File: config.mk
export PLATFORM = sky130hd
export DESIGN_NAME = video_fetch_arb
export DESIGN_NICKNAME = d
export VERILOG_FILES = /design/src/rtl/video_fetch_arb_pkg.sv /design/src/rtl/video_fetch_arb_slot_elig.sv /design/src/rtl/video_fetch_arb.sv
export SDC_FILE = /design/constraint.sdc
export NUM_CORES = 1
export LEC_CHECK = 0
export CAP_MARGIN = 40
export CORE_AREA = 3 3 40 42
export CTS_CLUSTER_SIZE = 16
export DETAILED_ROUTE_END_ITERATION = 10
export DIE_AREA = 0 0 43 45
export GPL_ROUTABILITY_DRIVEN = 0
export SKIP_CTS_REPAIR_TIMING = 1
export SYNTH_ARGS = -nofsm -noshare
export SYNTH_HDL_FRONTEND = slang
export SYNTH_SLANG_ARGS = --single-unit
File: constraint.sdc
create_clock -name clk -period 1.8 [get_ports clk]
set_clock_uncertainty 0.1 [all_clocks]
set_input_delay 0.36 -clock clk [delete_from_list [all_inputs] [get_ports clk]]
set_output_delay 0.36 -clock clk [all_outputs]
set_load 0.01 [all_outputs]
File: src/rtl/video_fetch_arb_pkg.sv
// Shared video constants: DRAM slot owner encodings and video bandwidth codes,
// used by the video mode decoder and by the fetch arbiter.
package video_fetch_arb_pkg;

  typedef enum logic [1:0] {
    IDLE = 2'b00,
    VID  = 2'b01,
    CPU  = 2'b10,
    REF  = 2'b11
  } owner_t;

  localparam logic [1:0] BW_1_8 = 2'b00;
  localparam logic [1:0] BW_1_4 = 2'b01;
  localparam logic [1:0] BW_1_2 = 2'b10;
  localparam logic [1:0] BW_1_1 = 2'b11;

endpackage

File: src/rtl/video_fetch_arb_slot_elig.sv
// Video slot eligibility: decides whether a slot belongs to video given the
// latched bandwidth code and the fetch window.
module video_slot_elig
  import video_fetch_arb_pkg::*;
#(
  parameter int SLOTS_LOG2 = 3
) (
  input  logic [SLOTS_LOG2-1:0] slot,
  input  logic [1:0]            bw,
  input  logic                  fetch_win,
  output logic                  eligible
);

  // Slot-pattern decode per bandwidth code; video is locked out outside the window.
  always_comb begin
    eligible = 1'b0;
    if (fetch_win) begin
      case (bw)
        BW_1_8:  eligible = (slot == '0);
        BW_1_4:  eligible = (slot[1:0] == 2'b00);
        BW_1_2:  eligible = (slot[0] == 1'b0);
        BW_1_1:  eligible = 1'b1;
        default: eligible = 1'b0;
      endcase
    end else begin
      eligible = 1'b0;
    end
  end

endmodule

File: src/rtl/video_fetch_arb.sv
// DRAM slot arbiter between video fetch, CPU and refresh.
// Refresh path is present only when VIDEO_FETCH_ARB_REFRESH_EN is defined.
module video_fetch_arb
  import video_fetch_arb_pkg::*;
#(
  parameter int SLOTS_LOG2 = 3
) (
  input  logic       clk,
  input  logic       rst_n,
  input  logic       slot_stb,
  input  logic       line_start,
  input  logic       fetch_win,
  input  logic [1:0] mode_bw,
  input  logic       cpu_req,
  input  logic       ref_req,
  output logic       vid_go,
  output logic       cpu_go,
  output logic       ref_go,
  output logic [1:0] owner
);

  logic [SLOTS_LOG2-1:0] slot_cnt;
  logic [SLOTS_LOG2-1:0] eval_slot;
  logic [1:0]            bw_q;
  logic [1:0]            eval_bw;
  logic                  eligible;
  logic                  ref_ok;
  owner_t                state;
  owner_t                state_next;
  logic                  vid_go_next;
  logic                  cpu_go_next;
  logic                  ref_go_next;
  logic                  vid_go_r;
  logic                  cpu_go_r;
  logic                  ref_go_r;

  // A slot coinciding with line_start is slot 0 of the new line, using the new line's mode.
  assign eval_slot = line_start ? '0 : slot_cnt;
  assign eval_bw   = line_start ? mode_bw : bw_q;

`ifdef VIDEO_FETCH_ARB_REFRESH_EN
  assign ref_ok = ref_req;
`else
  logic unused_ref_req;
  assign unused_ref_req = ref_req;
  assign ref_ok         = 1'b0;
`endif

  video_slot_elig #(
    .SLOTS_LOG2(SLOTS_LOG2)
  ) u_slot_elig (
    .slot      (eval_slot),
    .bw        (eval_bw),
    .fetch_win (fetch_win),
    .eligible  (eligible)
  );

  // Slot counter and per-line bandwidth latch.
  always_ff @(posedge clk or negedge rst_n) begin
    if (!rst_n) begin
      slot_cnt <= '0;
      bw_q     <= BW_1_8;
    end else begin
      if (slot_stb) begin
        slot_cnt <= eval_slot + SLOTS_LOG2'(1);
      end else if (line_start) begin
        slot_cnt <= '0;
      end
      if (line_start) begin
        bw_q <= mode_bw;
      end
    end
  end

  // Owner state and registered grant pulses.
  always_ff @(posedge clk or negedge rst_n) begin
    if (!rst_n) begin
      state    <= IDLE;
      vid_go_r <= 1'b0;
      cpu_go_r <= 1'b0;
      ref_go_r <= 1'b0;
    end else begin
      state    <= state_next;
      vid_go_r <= vid_go_next;
      cpu_go_r <= cpu_go_next;
      ref_go_r <= ref_go_next;
    end
  end

  // Fixed-priority winner selection at each slot strobe; state holds between strobes.
  always_comb begin
    state_next  = state;
    vid_go_next = 1'b0;
    cpu_go_next = 1'b0;
    ref_go_next = 1'b0;
    if (slot_stb) begin
      if (eligible) begin
        state_next  = VID;
        vid_go_next = 1'b1;
      end else if (cpu_req) begin
        state_next  = CPU;
        cpu_go_next = 1'b1;
      end else if (ref_ok) begin
        state_next  = REF;
        ref_go_next = 1'b1;
      end else begin
        state_next  = IDLE;
      end
    end else begin
      state_next = state;
    end
  end

  assign vid_go = vid_go_r;
  assign cpu_go = cpu_go_r;
  assign ref_go = ref_go_r;
  assign owner  = state;

endmodule

==> impl_metrics.xml <==
<?xml version="1.0" encoding="UTF-8"?>
<metrics>
  <group name="run_status">
    <metric name="status" unit="">finished, final reports clean</metric>
  </group>
  <group name="placed_design">
    <metric name="buffer_ports.inserted" unit="">11</metric>
    <metric name="post-place-ws" unit="ns">-0.2619</metric>
    <metric name="inst_count_dp" unit="">69</metric>
  </group>
  <group name="sta">
    <metric name="maxSlewViolCount" unit="">0</metric>
    <metric name="setup_total_negative_slack" unit="ns">0</metric>
    <metric name="fin_crit" unit="ns">1.595</metric>
    <metric name="timing.fmax" unit="GHz">0.6271</metric>
    <metric name="post-route-worst-setup-slack" unit="ns">0.2053</metric>
    <metric name="finalCritPeriodShare" unit="">0.8859</metric>
    <metric name="rsz0062_at_grt" unit="">false</metric>
    <metric name="setup-violations-final" unit="">0</metric>
    <metric name="hold_violations" unit="">0</metric>
  </group>
  <group name="routing">
    <metric name="detail_route.drc_violations" unit="">0</metric>
    <metric name="drt_pre_antenna_iters" unit="">3</metric>
    <metric name="via_count" unit="">320</metric>
    <metric name="detail_route.iter0.violations" unit="">4</metric>
    <metric name="postRouteAntennaNets" unit="">0</metric>
    <metric name="detail_route.wirelength" unit="um">787</metric>
    <metric name="post_drt_via_cell_ratio" unit="">4.324</metric>
    <metric name="detail_route.wl_per_cell" unit="um">10.64</metric>
  </group>
  <group name="clocking">
    <metric name="cts_sinks" unit="">9</metric>
    <metric name="clock-root-buffer" unit="">sky130_fd_sc_hd__clkbuf_4</metric>
    <metric name="tritoncts" unit="">done</metric>
    <metric name="number_of_cts_inserted_buffers" unit="">3</metric>
    <metric name="number_of_levels_the_h_tree_was_split_into" unit="">1</metric>
    <metric name="clock_insertion_delay_worst_skew" unit="ns">0.26</metric>
    <metric name="clk_pin_slew_worst_paths" unit="ns">0.06</metric>
    <metric name="clock_path_buffers" unit="">2</metric>
  </group>
  <group name="global_routing">
    <metric name="grt_antenna_before_repair" unit="">0</metric>
    <metric name="grt_pass1_wl" unit="mm">1.297</metric>
    <metric name="track_usage" unit="">0.09941</metric>
    <metric name="vias_in_the_first_global_route" unit="">286</metric>
    <metric name="gr-total-overflow" unit="">0</metric>
    <metric name="grt_max_degree" unit="">10</metric>
  </group>
  <group name="power">
    <metric name="leakagePower" unit="nW">0.3067</metric>
    <metric name="internal_power" unit="mW">0.3708</metric>
    <metric name="power.share.sequential" unit="">0.468</metric>
    <metric name="power.combinational.fraction" unit="">0.217</metric>
    <metric name="switching_power" unit="mW">0.1229</metric>
    <metric name="report.power.total" unit="mW">0.4937</metric>
    <metric name="clock_power_share" unit="">0.315</metric>
    <metric name="sw_frac_of_total" unit="">0.2489</metric>
    <metric name="max-vdd-ir-drop" unit="V">0.0005644</metric>
    <metric name="power.density" unit="nW/um^2">811.8</metric>
  </group>
  <group name="synth">
    <metric name="synth_area" unit="um^2">424.2</metric>
    <metric name="synth_cell_type_count" unit="">18</metric>
    <metric name="yosysTopAreaCell" unit="">sky130_fd_sc_hd__dfrtp_1</metric>
    <metric name="synth_top_cells_by_area" unit="">sky130_fd_sc_hd__dfrtp_1 53%, sky130_fd_sc_hd__ha_1 5.9%, sky130_fd_sc_hd__inv_1 5.3%</metric>
    <metric name="synth_top_area_share" unit="">0.5310</metric>
    <metric name="postSynthNetCount" unit="">52</metric>
    <metric name="synth-warning-count" unit="">0</metric>
    <metric name="yosysSeqAreaShare" unit="">0.5310</metric>
    <metric name="syn-mean-instance-area" unit="um^2">10.35</metric>
    <metric name="number_of_standard_cells_after_synthesis" unit="">41</metric>
    <metric name="postSynthRegisterBits" unit="">9</metric>
  </group>
  <group name="worst_setup_path">
    <metric name="timing.critical_path.fanout_max" unit="">2</metric>
    <metric name="crit_family" unit="">buffers and inverters</metric>
    <metric name="timing.reg2reg.worst_path_depth" unit="">6</metric>
    <metric name="critical_path_arrival" unit="ns">1.13</metric>
    <metric name="critical_path_buf_inv_count" unit="">1</metric>
    <metric name="critical_setup_path_class" unit="">flip-flop to primary output</metric>
    <metric name="timing.critical_path.required" unit="ns">1.34</metric>
    <metric name="startpoint_type" unit="">flip-flop</metric>
    <metric name="critical_path.endpoint_type" unit="">primary output</metric>
    <metric name="instance_count_on_the_critical_path" unit="">1</metric>
    <metric name="cpPeakStageDelay" unit="ns">0.54</metric>
    <metric name="worst_path_max_delay_cell" unit="">sky130_fd_sc_hd__clkdlybuf4s50_1</metric>
    <metric name="crit_chain" unit="">clkdlybuf4s50_1</metric>
  </group>
  <group name="die">
    <metric name="die_area" unit="um^2">1935</metric>
    <metric name="boundary_pins" unit="">14</metric>
    <metric name="die_x" unit="um">43</metric>
    <metric name="die-height" unit="um">45</metric>
    <metric name="rows" unit="">13</metric>
    <metric name="effective_utilization_at_floorplan" unit="">0.3301</metric>
    <metric name="fp.coreArea" unit="um^2">1285</metric>
  </group>
  <group name="finish">
    <metric name="final_cells" unit="">74</metric>
    <metric name="multi_input_comb_area" unit="um^2">165.2</metric>
    <metric name="synthToLayoutAreaGrowth" unit="%">43.36</metric>
    <metric name="fraction_of_final_layout_cells_with_drive_strength_greater_than_1" unit="">0.1695</metric>
    <metric name="final-seq-area" unit="um^2">225.2</metric>
    <metric name="num-nets-final" unit="">71</metric>
    <metric name="nFillCells" unit="">140</metric>
    <metric name="number_of_antenna_repair_diodes" unit="">0</metric>
  </group>
  <group name="run">
    <metric name="maxCapViolCount" unit="">0</metric>
  </group>
  <group name="hold_path">
    <metric name="hold_class" unit="">input port to async pin</metric>
  </group>
</metrics>
registers in the layout, indices dropped and copies added, names as in the netlist:
| register | count |
|---|---|
| bw_q | 2 |
| cpu_go | 1 |
| owner | 2 |
| slot_cnt | 3 |
| vid_go | 1 |
worst paths after layout:
check	slack, ns	from	endpoint
setup / recovery	0.21	owner[1]$_DFFE_PN0P_	owner[1]
hold / removal	0.29	rst_n	slot_cnt[1]$_DFF_PN0_
setup reg to reg	0.32	slot_cnt[0]$_DFF_PN0_	owner[0]$_DFFE_PN0P_
hold reg to reg	0.41	owner[0]$_DFFE_PN0P_	owner[0]$_DFFE_PN0P_
max in group asynchronous	1.02	rst_n	cpu_go$_DFF_PN0_
min in group clk	0.33	line_start	bw_q[0]$_DFF_PN0_
metrics by stage:
step	area [um^2]	util	hold WS (ns)
5_1_grt	608.1	0.4732	0.3116
4_1_cts	598.1	0.4654	0.3025
3_5_place_dp	571.8	0.4450	0.4006
3_3_place_gp	571.8	0.4450	0.3936
6_report	608.1	0.4732	0.2934
2_1_floorplan	424.2	-	-0.03559
per-layer routing:
metal  vias to the layer above  routed length (um)  global-route usage
met5                         -                   0                   0
met4                         0                   8             0.07229
li1                        166                   -                   -
met2                        11                 328              0.1228
met3                         2                  47             0.05976
met1                       141                 403              0.1247
layout make-up:
class	instances	area share
flip-flops and latches	9	0.3704
repair buffers	16	0.2469
clock buffers	4	0.04321
inverters	6	0.03704
multi-input cells	24	0.2716
well taps	15	0.03086
synthesized netlist by cell type:
cell                       number
sky130_fd_sc_hd__dfrtp_1        9
sky130_fd_sc_hd__a31oi_2        1
sky130_fd_sc_hd__and2b_1        2
sky130_fd_sc_hd__xnor2_1        2
sky130_fd_sc_hd__clkbuf_1       1
sky130_fd_sc_hd__ha_1           2
sky130_fd_sc_hd__conb_1         1
sky130_fd_sc_hd__a211o_1        1
sky130_fd_sc_hd__nand2_1        5
sky130_fd_sc_hd__o31ai_1        1
sky130_fd_sc_hd__nor2_1         2
sky130_fd_sc_hd__nand2b_1       1
sky130_fd_sc_hd__mux2_4         1
sky130_fd_sc_hd__o21ai_0        3
sky130_fd_sc_hd__buf_4          1
sky130_fd_sc_hd__inv_1          6
sky130_fd_sc_hd__and2_1         1
sky130_fd_sc_hd__o22ai_1        1
cells in the final DEF (no fill, tap or decap), drive strengths merged:
| cell type | instances |
|---|---|
| conb | 1 |
| buf | 5 |
| o31ai | 1 |
| dlymetal6s2s | 1 |
| a211o | 1 |
| ha | 2 |
| clkdlybuf4s50 | 10 |
| a31oi | 1 |
| and2b | 2 |
| xnor2 | 2 |
| o22ai | 1 |
| o21ai | 3 |
| inv | 6 |
| clkbuf | 4 |
| nand2 | 5 |
| nor2 | 2 |
| dfrtp | 9 |
| nand2b | 1 |
| and2 | 1 |
| mux2 | 1 |
cell families after synthesis:
| family | after synthesis | synth area share |
|---|---|---|
| AO/OA/AOI/OAI | 7 | 0.1180 |
| XOR/XNOR | 2 | 0.04131 |
| adder cells (fa/ha/maj) | 2 | 0.05899 |
| buffers and inverters | 8 | 0.07964 |
| flip-flops | 9 | 0.5310 |
| multiplexers | 1 | 0.03539 |
| other | 1 | 0.008841 |
| AND/OR/NAND/NOR | 11 | 0.1269 |
power groups by stage:
stage	Sequential [mW]	Clock (mW)	Combinational, mW
4_1_cts	0.231	0.167	0.105
2_1_floorplan	0.238	0	0.0450
3_3_place_gp	0.234	0	0.104
5_1_grt	0.233	0.178	0.120
6_report	0.231	0.155	0.107
3_5_place_dp	0.235	0	0.104
Note: power is estimated with default switching activity, not from simulation.
